$ cat src/rtl/spi_dac_multich_driver.sv
// Multi-channel SPI DAC driver: a double-buffered sample bank is shifted out to NUM_CH DACs
// on shared sclk/mosi with per-channel cs_n, then a shared ldac_n pulse updates all outputs together.
module spi_dac_multich_driver #(
  parameter int NUM_CH     = 2,
  parameter int DATA_W     = 16,
  parameter int FRAME_W    = 16,
  parameter int SCLK_DIV   = 8,
  parameter int SAMPLE_DIV = 100,
  parameter int CS_GAP     = 2,
  parameter int LDAC_W     = 2,
  parameter bit CPOL       = 1'b1
) (
  input  logic              mclk,
  input  logic              rst_n,
  input  logic              en,
  input  logic              s_axis_valid,
  output logic              s_axis_ready,
  input  logic [DATA_W-1:0] s_axis_data,
  output logic [NUM_CH-1:0] cs_n,
  output logic              sclk,
  output logic              mosi,
  output logic              ldac_n,
  output logic              busy,
  output logic              underrun,
  output logic              overrun
);

  localparam int CW   = (NUM_CH > 1) ? $clog2(NUM_CH) : 1;
  localparam int FW   = $clog2(NUM_CH + 1);
  localparam int TW   = (SAMPLE_DIV > 1) ? $clog2(SAMPLE_DIV) : 1;
  localparam int DW   = $clog2(SCLK_DIV);
  localparam int BW   = (FRAME_W > 1) ? $clog2(FRAME_W) : 1;
  localparam int GMAX = (CS_GAP > LDAC_W) ? CS_GAP : LDAC_W;
  localparam int GW   = (GMAX > 1) ? $clog2(GMAX) : 1;

  localparam logic [TW-1:0] TICK_LAST = TW'(SAMPLE_DIV - 1);
  localparam logic [DW-1:0] DIV_LAST  = DW'(SCLK_DIV - 1);
  localparam logic [DW-1:0] DIV_HALF  = DW'(SCLK_DIV / 2);
  localparam logic [BW-1:0] BIT_LAST  = BW'(FRAME_W - 1);
  localparam logic [GW-1:0] GAP_LAST  = GW'(CS_GAP - 1);
  localparam logic [GW-1:0] LDAC_LAST = GW'(LDAC_W - 1);
  localparam logic [CW-1:0] CH_LAST   = CW'(NUM_CH - 1);
  localparam logic [FW-1:0] FILL_FULL = FW'(NUM_CH);

  typedef enum logic [2:0] {S_IDLE, S_LOAD, S_FRAME, S_GAP, S_LDAC} state_t;

  state_t            state, state_nxt;
  logic [TW-1:0]     tick_cnt;
  logic [DW-1:0]     div_cnt;
  logic [BW-1:0]     bit_cnt;
  logic [GW-1:0]     tmr;
  logic [CW-1:0]     ch;
  logic [FW-1:0]     fill;
  logic [DATA_W-1:0] shadow [NUM_CH];
  logic [DATA_W-1:0] act    [NUM_CH];
  logic              tick, accept, bank_full, copy, div_last, bit_last;

  // Frame layout: leading zero pad, then the sample MSB first; b counts from the first bit sent.
  function automatic logic frame_bit(input logic [DATA_W-1:0] d, input logic [BW-1:0] b);
    logic [FRAME_W-1:0] w;
    w = FRAME_W'(d);
    return w[BIT_LAST - b];
  endfunction

  assign tick      = en && (tick_cnt == TICK_LAST);
  assign bank_full = (fill == FILL_FULL);
  assign copy      = (state == S_LOAD) && bank_full;
  assign accept    = s_axis_valid && s_axis_ready;
  assign div_last  = (div_cnt == DIV_LAST);
  assign bit_last  = (bit_cnt == BIT_LAST);

  assign s_axis_ready = rst_n && (fill < FILL_FULL);

  always_ff @(posedge mclk or negedge rst_n) begin
    if (!rst_n)                      tick_cnt <= '0;
    else if (!en || tick == 1'b1)    tick_cnt <= '0;
    else                             tick_cnt <= tick_cnt + 1'b1;
  end

  // Shadow bank fills from the stream; LOAD moves a complete bank into the active registers.
  always_ff @(posedge mclk or negedge rst_n) begin
    if (!rst_n) begin
      fill <= '0;
      for (int k = 0; k < NUM_CH; k++) begin
        shadow[k] <= '0;
        act[k]    <= '0;
      end
    end else begin
      if (copy) begin
        for (int k = 0; k < NUM_CH; k++) act[k] <= shadow[k];
        fill <= FW'(accept);
      end else if (accept) begin
        fill <= fill + 1'b1;
      end
      if (accept) shadow[copy ? CW'(0) : CW'(fill)] <= s_axis_data;
    end
  end

  always_ff @(posedge mclk or negedge rst_n) begin
    if (!rst_n) state <= S_IDLE;
    else        state <= state_nxt;
  end

  always_comb begin
    state_nxt = state;
    case (state)
      S_IDLE:  if (tick) state_nxt = S_LOAD;
      S_LOAD:  state_nxt = S_FRAME;
      S_FRAME: if (div_last && bit_last) state_nxt = S_GAP;
      S_GAP:   if (tmr == GAP_LAST) state_nxt = (ch == CH_LAST) ? S_LDAC : S_FRAME;
      S_LDAC:  if (tmr == LDAC_LAST) state_nxt = S_IDLE;
      default: state_nxt = S_IDLE;
    endcase
  end

  always_ff @(posedge mclk or negedge rst_n) begin
    if (!rst_n) begin
      div_cnt <= '0;
      bit_cnt <= '0;
      tmr     <= '0;
      ch      <= '0;
    end else begin
      case (state)
        S_LOAD: begin
          div_cnt <= '0;
          bit_cnt <= '0;
          tmr     <= '0;
          ch      <= '0;
        end
        S_FRAME: begin
          if (div_last) begin
            div_cnt <= '0;
            bit_cnt <= bit_last ? '0 : bit_cnt + 1'b1;
            tmr     <= '0;
          end else begin
            div_cnt <= div_cnt + 1'b1;
          end
        end
        S_GAP: begin
          if (tmr == GAP_LAST) begin
            tmr <= '0;
            if (ch != CH_LAST) ch <= ch + 1'b1;
          end else begin
            tmr <= tmr + 1'b1;
          end
        end
        S_LDAC:  tmr <= (tmr == LDAC_LAST) ? '0 : tmr + 1'b1;
        default: tmr <= '0;
      endcase
    end
  end

  // mosi only moves at a bit boundary, i.e. the first cycle of each low half.
  assign busy     = (state != S_IDLE);
  assign cs_n     = (state == S_FRAME) ? ~(NUM_CH'(1) << ch) : '1;
  assign sclk     = (state == S_FRAME) ? (div_cnt >= DIV_HALF) : CPOL;
  assign mosi     = (state == S_FRAME) ? frame_bit(act[ch], bit_cnt) : 1'b0;
  assign ldac_n   = (state != S_LDAC);
  assign underrun = (state == S_LOAD) && !bank_full;
  assign overrun  = tick && (state != S_IDLE);

endmodule

$ cat config.mk
export PLATFORM = sky130hd
export DESIGN_NAME = spi_dac_multich_driver
export DESIGN_NICKNAME = d
export VERILOG_FILES = /design/src/rtl/spi_dac_multich_driver.sv
export SDC_FILE = /design/constraint.sdc
export NUM_CORES = 1
export LEC_CHECK = 0
export CAP_MARGIN = 20
export CORE_UTILIZATION = 52
export DETAILED_ROUTE_END_ITERATION = 12
export PLACE_DENSITY = 0.81
export SETUP_SLACK_MARGIN = 0.15
export SYNTH_ARGS = -nofsm -noshare
export SYNTH_HDL_FRONTEND = slang
export SYNTH_SLANG_ARGS = --single-unit
$ cat constraint.sdc
create_clock -name mclk -period 1.6 [get_ports mclk]
set_input_delay 0.24 -clock mclk [delete_from_list [all_inputs] [get_ports mclk]]
set_output_delay 0.24 -clock mclk [all_outputs]
set_load 0.005 [all_outputs]
==> results of run 1 <==
## final cells by class
class | instances | area (um2) | area share
Sequential cell | 85 | 2130 | 0.407
Tap cell | 96 | 120 | 0.0230
Inverter | 6 | 22.5 | 0.00431
Timing Repair Buffer | 93 | 945 | 0.181
Clock buffer | 10 | 138 | 0.0263
Clock inverter | 6 | 53.8 | 0.0103
Multi-Input combinational cell | 183 | 1820 | 0.348
## report_power, final
| group | total [mW] | internal, mW | leakage, nW | switching (mW) |
|---|---|---|---|---|
| combinational | 0.729 | 0.493 | 1.31 | 0.236 |
| sequential | 2.81 | 2.57 | 1.09 | 0.243 |
| clock | 1.51 | 0.635 | 0.0954 | 0.875 |
| total | 5.05 | 3.70 | 2.49 | 1.35 |
## cells in the mapped netlist, types with 6 or more instances
master    n  area share
a21oi_1  11       0.014
buf_2     7      0.0091
dfrtp_1  85        0.56
inv_1     6      0.0059
mux2_2   65        0.19
mux2i_1   7       0.018
mux4_2    6       0.035
nand2_1  10      0.0098
nand3_1  10       0.013
nor2_1   12       0.012
o21ai_0  12       0.016
## repair_timing
item                                    in CTS  in global routing
gates resized for setup                     84                 18
hold endpoints to repair                    85                  0
pin swaps                                   17                 15
endpoints found under the setup margin      63                 72
setup buffers                               13                  2
cloned                                       4                  0
hold buffers                                 1                  0
## kinds of logic after synthesis
kind of cell / share of synthesized area
AO/OA/AOI/OAI: 0.0617
XOR/XNOR: 0.0137
adder cells (fa/ha/maj): 0.0131
buffers and inverters: 0.0287
flip-flops: 0.555
multiplexers: 0.245
AND/OR/NAND/NOR: 0.0827
## through the flow
stage | hold slack [ns] | cell area (um2) | setup TNS (ns) | cells | worst slack (ns)
after floorplan | -0.0556 | 3880 | -0.0745 | 290 | -0.0745
after global placement | 0.333 | 4570 | -1.28 | 443 | -0.728
after detailed placement | 0.334 | 4570 | -1.85 | 443 | -0.783
after CTS | 0.460 | 5130 | -5.87 | 477 | -0.789
after global routing | 0.462 | 5230 | -9.20 | 479 | -0.848
final | 0.450 | 5230 | -7.41 | 479 | -0.787
## worst min path at each step
stage                                        to  slack [ns]  cells after the start
after floorplan              act[0]$_DFFE_PN0P_       -0.06                      0
after global placement    tick_cnt[6]$_DFF_PN0_        0.33                      2
after detailed placement  tick_cnt[4]$_DFF_PN0_        0.33                      2
after CTS                   fill[0]$_DFFE_PN0P_        0.46                      5
after global routing        fill[0]$_DFFE_PN0P_        0.46                      5
final                       fill[0]$_DFFE_PN0P_        0.45                      5
## registers in the layout, indices dropped and copies added, names as in the netlist
register	cells
bit_cnt	4
tick_cnt	7
tmr	1
act	32
state	3
div_cnt	3
ch	1
shadow	32
fill	2
## metal layers
metal,vias to the layer above,GRT usage
met5,-,0
met4,0,0.122
met3,27,0.0575
met2,81,0.455
met1,1429,0.358
li1,1225,-
## worst max-delay path, cell delays in order, from the launching register on
cell and delay [ns]:
dfrtp_2 0.45, buf_6 0.14, mux4_2 0.51, mux2_4 0.30, a21oi_4 0.15, a2111oi_4 0.09
buf_2 0.15
==> results.md, run 1 <==
- The flow ran to the end, but the final reports show violations.
- The checks that failed: negative setup slack.
- The number of nets still failing antenna checks after routing is 0.
- The synthesized netlist occupies a cell area of ~3800 um2.
- The post-layout net count is around 400.
- The final weighted congestion in routability-driven placement is roughly 0.87.
- The net count after synthesis is around 310.
- The final total power is approximately 5 mW.
- The number of different library cells in the post-synthesis netlist is between 40 and 50.
- The number of vias per cell after detailed routing is between 5 and 6.
- Dividing total power by cell area gives a power density of 966 nW/um2.
- The data required time at the worst endpoint is ~1.4 ns.
- The clock reaches the later pin of the worst-skew pair after between 0.3 and 0.4 ns.
- The highest achievable clock rate is between 400 and 500 MHz.
- In this run, synthesis inferred 0 flip-flops with an integrated enable.
- The floorplan has 30 rows.
- Measured on the finished design, the core utilization comes to 0.753.
- The detailed route wirelength on metal3 is 355 um.
- The I/O pin total is 29.
- Setup violations remaining at the end of the flow were counted as 45.
- The worst setup path is captured at an output port.
- The source of the critical timing path is ch$_DFFE_PN0P_.
- TritonCTS built the clock tree.
- The clock slew seen by the registers of the worst setup and hold paths is roughly 0.09 ns.
- The critical path in this run is classified as flip-flop to output port.
- Of the synthesized area, sequential elements account for 0.555.
- The slack of the worst reg-to-reg path is -0.21 ns.
- The pre-antenna-repair detailed-routing pass consisted of 4 iterations.
- Max-cap violations in this run came to 0.
- The slew of the pin with the lowest slew margin is around 0.47 ns.
- The growth of design area from synthesis to finish is 36.5%.
- The first global-routing pass estimated approximately 15000 um of wire.
- The routed layout has between 2000 and 3000 vias.
- After detailed routing, no signal wire sits above met4.
- The type of origin of the critical path is a flip-flop.
- The maximum clock skew at final layout is 0.0143 ns.
- Port buffering added 28 buffers.
- In this run the critical register-to-register path is launched from state[1]$_DFFE_PN0P_.
- The number of antenna violations at the first check in global routing came to 0.
- The headroom to the max-slew limit is 0.688.
- The met2 layer wire length in the routed design is 5120 um.
- For the finished layout, the period the worst path requires is about 2.4 ns.
- The capturing instance or port of the critical path is mosi.
- The clock net in this run drives a total of 85 sinks.
- Buffers inserted during clock tree synthesis total 9.
- The total count of max-transition violations in the final report is 0.
- The floorplan step set the die height to between 80 and 90 um.
- The synthesized instance count is between 200 and 300.
- Of the cells placed in the final design, the portion with a size suffix greater than 1 is 0.491.
- In this run the worst path has a maximum fanout of 5.
- In this run the clock root is driven by a clkbuf_8.
- Of all flip-flops after synthesis, the portion carrying an async set or reset was 1.00.
- Yosys printed 0 warnings.
- The post-detailed-placement half-perimeter wirelength is roughly 5500 um.
- The largest voltage drop on the vdd net is 651 uV.
- Dividing the detail-routed wire length by the instance count gives approximately 21 um.
- After layout, the worst setup slack is -0.787 ns.
- Entering global routing, the biggest net connects 87 pins.
- CTS built an H-tree with a depth of 3.
- The region available for standard cell placement spans ~6900 um2.
- In this run, the number of DRC markers left after iteration 0 of detailed routing was 161.
- The final count of hold timing violations was 0.
- Fill cells in the final layout number a little over 400.
- Setup repair after global routing could not meet its margin everywhere.
- Across every metal layer, demand over resource in global routing totals 0.277.
- Synthesis inferred between 80 and 90 register bits.
- The number of antenna diodes in the final layout is 0.
- The total overflow reported by the global router is 0.
- Of the available clock period, the critical path in the final layout requires 1.49.
- For this configuration, the core starts out at a cell density of 0.552.
- The flip-flop cell with the highest count after synthesis is dfrtp_1.
- The mean instance size in the synthesized netlist is 13.2 um2.
- The min-delay analysis places its worst path in the category input port to flip-flop.
- The number of global-route vias before repair is between 2000 and 3000.
- Leaving out fill and tap cells, the most frequent cell in the layout is dfrtp_1.
- The data arrival time of the critical path is 2.15 ns.
- In the layout the commonest cells are dfrtp_1 (83), mux2_2 (47), buf_4 (41).
- The startpoint identified for the worst hold timing path is rst_n.
- The routed design has 9930 um of wire.
- Measured in cells, the most critical reg-to-reg path has a length of 8.
- The endpoint of the worst register-to-register path is act[27]$_DFFE_PN0P_.
- The static leakage power is between 2 and 2.5 nW.
- From left edge to right edge, the die measures 87.8 um.
- The number of buffers between clock root and the deepest sink is 2.
- For this run, design rule violations remaining after detail routing come to 0.
- For this block, wires on met1 add up to 4200 um.
- The area of the die is ~7700 um2.
Power figures use the tool's default switching activity.
==> run 2: changes to the inputs <==
--- a/config.mk
+++ b/config.mk
@@ -6,6 +6,7 @@
 export NUM_CORES = 1
 export LEC_CHECK = 0
 export CAP_MARGIN = 20
+export CORE_MARGIN = 5
 export CORE_UTILIZATION = 52
 export DETAILED_ROUTE_END_ITERATION = 12
 export PLACE_DENSITY = 0.81
==> run 2 against run 1 <==
The run still ends with negative setup slack left. Global-route usage fell by 4.5 points. Final cell count is 2.3% higher. Worst hold slack better by 0.0078 ns. Non-clock buffer count increased by 9. Via count increased by 5.6%. Flip-flop and latch count stayed put. Wire length up 14%. Largest cell class unchanged.
==> results.md, run 2 (synthesized netlist as in run 1, its figures left out) <==
- The CTS tree is yes (unchanged).
- The TritonCTS buffer count came to 9 (unchanged).
- The minimum setup slack in the final design is -0.734 ns (was -0.787 ns).
- The I/O pin total is 29 (unchanged).
- The core outline area came to 7210 um2 (was 6940 um2).
- The number of nets still failing antenna checks after routing came to 0 (unchanged).
- The classification of the worst-slack hold path is input port to flip-flop (unchanged).
- The total negative slack came to -7.79 ns (was -7.41 ns).
- Commonest cells after routing, fill and taps aside: dfrtp_1 (81), mux2_2 (45), buf_4 (41) (was dfrtp_1 (83), mux2_2 (47), buf_4 (41)).
- The initial detailed-routing violation count is 278 (was 161).
- The type of origin of the critical path is a flip-flop (unchanged).
- The final-layout worst hold slack is 0.458 ns (was 0.450 ns).
- The total non-filler cell area in the finished layout is 5470 um2 (was 5230 um2).
- The sum of routed wire length over all layers is 11300 um (was 9930 um).
- Top flop regs: act: 32 flops, shadow: 32 flops, tick_cnt: 7 flops (unchanged).
- The kind of critical path is flip-flop to output port (unchanged).
- Result of the run: finished, violations left (unchanged).
- The met2 usage is 0.383 (was 0.455).
- The width of the chip was 95.8 um (was 87.8 um).
- The power share of the clock group was 0.324 (was 0.299).
- The wire length per cell after detailed routing was 23.0 um (was 20.7 um).
- The growth of design area from synthesis to finish came to 42.9% (was 36.5%).
- The register share of total power is 0.542 (was 0.557).
- The total number of H-tree levels is 3 (unchanged).
- The antenna diode count is 0 (unchanged).
- The static leakage power came to 2.58 nW (was 2.49 nW).
- The detailed-routing iteration count for the pre-antenna-repair pass came to 7 (was 4).
- The final standard cell count with taps included and fillers excluded came to 490 (was 479).
- The internal power summed over all cells is 3.93 mW (was 3.70 mW).
- The switching portion of total power came to 0.255 (was 0.268).
- The met3 layer usage reported by global route is 0.0477 (was 0.0575).
- The DRC violation count after routing was 0 (unchanged).
- Setup repair after global routing missed its margin: yes (unchanged).
- Violations in the final reports: negative setup slack (unchanged).
- The floorplan row count was 31 (was 30).
- The area of the die is 9180 um2 (was 7710 um2).
- The final count of hold timing violations is 0 (unchanged).
- The number of buffers between clock root and the deepest sink is 2 (unchanged).
- The maximum clock skew at final layout was 0.0137 ns (was 0.0143 ns).
- The maximum fanout along the worst path is 5 (unchanged).
- The clock network latency to the later pin of the worst-skew pair came to 0.37 ns (was 0.36 ns).
- The post-detailed-placement half-perimeter wirelength came to 5200 um (was 5490 um).
- The power dissipated by switching net loads is 1.35 mW (about the same).
- The largest voltage drop on the vdd net is 1000 uV (was 651 uV).
- The count of clock tree sinks is 85 (unchanged).
- The clock slew seen by the registers of the worst setup and hold paths is 0.09 ns (about the same).
- The power per cell area was 965 nW/um2 (was 966 nW/um2).
- The post-layout utilization of the core is 0.759 (was 0.753).
- The quantity of I/O buffers inserted on ports is 28 (unchanged).
- The data required time at the worst endpoint was 1.36 ns (about the same).
- The endpoint type of the worst setup path is an output port (unchanged).
- The slew of the pin with the lowest slew margin is 0.545 ns (was 0.468 ns).
- The headroom to the max-slew limit is 0.636 (was 0.688).
- The busiest metal layer after global routing is met2 (unchanged).
- The post-place instance area came to 4530 um2 (was 4570 um2).
- The final weighted congestion in routability-driven placement is 0.897 (was 0.874).
- The number of vias per cell after detailed routing was 5.95 (was 5.77).
- The post-placement setup slack is -0.741 ns (was -0.783 ns).
- The via count was 2916 (was 2762).
- The combinational power share was 0.134 (was 0.144).
- The data arrival time of the critical path is 2.09 ns (was 2.15 ns).
- The total count of max-transition violations in the final report is 0 (unchanged).
- The shortest period the worst path allows came to 2.33 ns (was 2.39 ns).
- The root cell of the clock tree is clkbuf_8 (unchanged).
- The met1 track demand over resource is 0.285 (was 0.358).
- The most frequent standard cell in the layout excluding fill and tap cells is dfrtp_1 (unchanged).
- The fill cell instance count of the final layout is 408 (was 411).
- The number of endpoints failing setup at the final stage is 57 (was 45).
- The post-layout net count is 411 (was 402).
- The number of maximum-capacitance constraint violations is 0 (unchanged).
- The total global-route track usage is 0.233 (was 0.277).
- The highest achievable clock rate came to 428 MHz (was 419 MHz).
- The wire length of the first global-routing pass is 15800 um (was 15400 um).
- The chip height was 95.8 um (was 87.8 um).
- The final period utilization is 1.46 (was 1.49).
- The fraction of layout cells with a size suffix above 1 is 0.532 (was 0.491).
- The number of placed cells counting well taps is 441 (was 443).
- The final total power is 5.28 mW (was 5.05 mW).
- The number of antenna violations at the first check in global routing is 0 (unchanged).
- The total overflow reported by the global router is 0 (unchanged).
- The initial core utilization is 0.531 (was 0.552).
- The largest net degree at the start of global routing is 87 (unchanged).
- The number of global-route vias before repair is 3098 (was 2922).
run 2: cell types whose count changed in the layout (fill, tap and decap cells not counted), moves of 3 or more:
cell	before	now
a21oi_1	8	5
a21oi_2	1	4
buf_6	16	22
clkinvlp_4	1	4
run 2: critical path: stages (launching register included):
cell and delay (ns):
dfrtp_2 0.39, buf_6 0.14, mux4_2 0.51, mux2_4 0.30, a21oi_4 0.15, a2111oi_4 0.09
buf_2 0.15
run 2: worst paths after layout:
path,cells past startpoint,startpoint,slack (ns),endpoint
setup / recovery,6,ch$_DFFE_PN0P_,-0.73,mosi
hold / removal,5,rst_n,0.46,fill[0]$_DFFE_PN0P_
setup reg to reg,8,state[1]$_DFFE_PN0P_,-0.25,state[2]$_DFFE_PN0P_
hold reg to reg,1,shadow[0]$_DFFE_PN0P_,0.51,shadow[0]$_DFFE_PN0P_
max in group asynchronous,3,rst_n,0.75,bit_cnt[1]$_DFFE_PN0P_
min in group asynchronous,3,rst_n,0.49,act[18]$_DFFE_PN0P_
run 2: final cells by class:
| class | instances | area (um2) | area share |
|---|---|---|---|
| clock buffer | 9 | 124 | 0.0226 |
| timing repair buffer | 102 | 1070 | 0.196 |
| sequential | 85 | 2130 | 0.389 |
| clock inverter | 6 | 95.1 | 0.0174 |
| tap | 99 | 124 | 0.0226 |
| multi-input combinational | 183 | 1890 | 0.346 |
| inverter | 6 | 30.0 | 0.00549 |
run 2: power by group through the flow:
stage | registers (mW) | logic (mW) | clock network [mW]
after detailed placement | 2.87 | 0.550 | 0
after CTS | 2.83 | 0.579 | 1.71
after global routing | 2.90 | 0.771 | 1.82
final | 2.86 | 0.705 | 1.71
after floorplan | 2.74 | 0.417 | 0
after global placement | 2.83 | 0.511 | 0
run 2: layer usage:
layer  vias to the layer above  routed length (um)
met3                        43                 578
li1                       1247                   -
met2                       143                5710
met5                         -                   0
met1                      1483                4420
met4                         0                 570
run 2: timing repair:
action,4_1_cts,5_1_grt
setup buffers,20,8
pin swaps,18,12
cloned,4,1
hold endpoints to repair,85,0
gates resized for setup,76,52
hold buffers,1,0
setup endpoints to repair,64,68
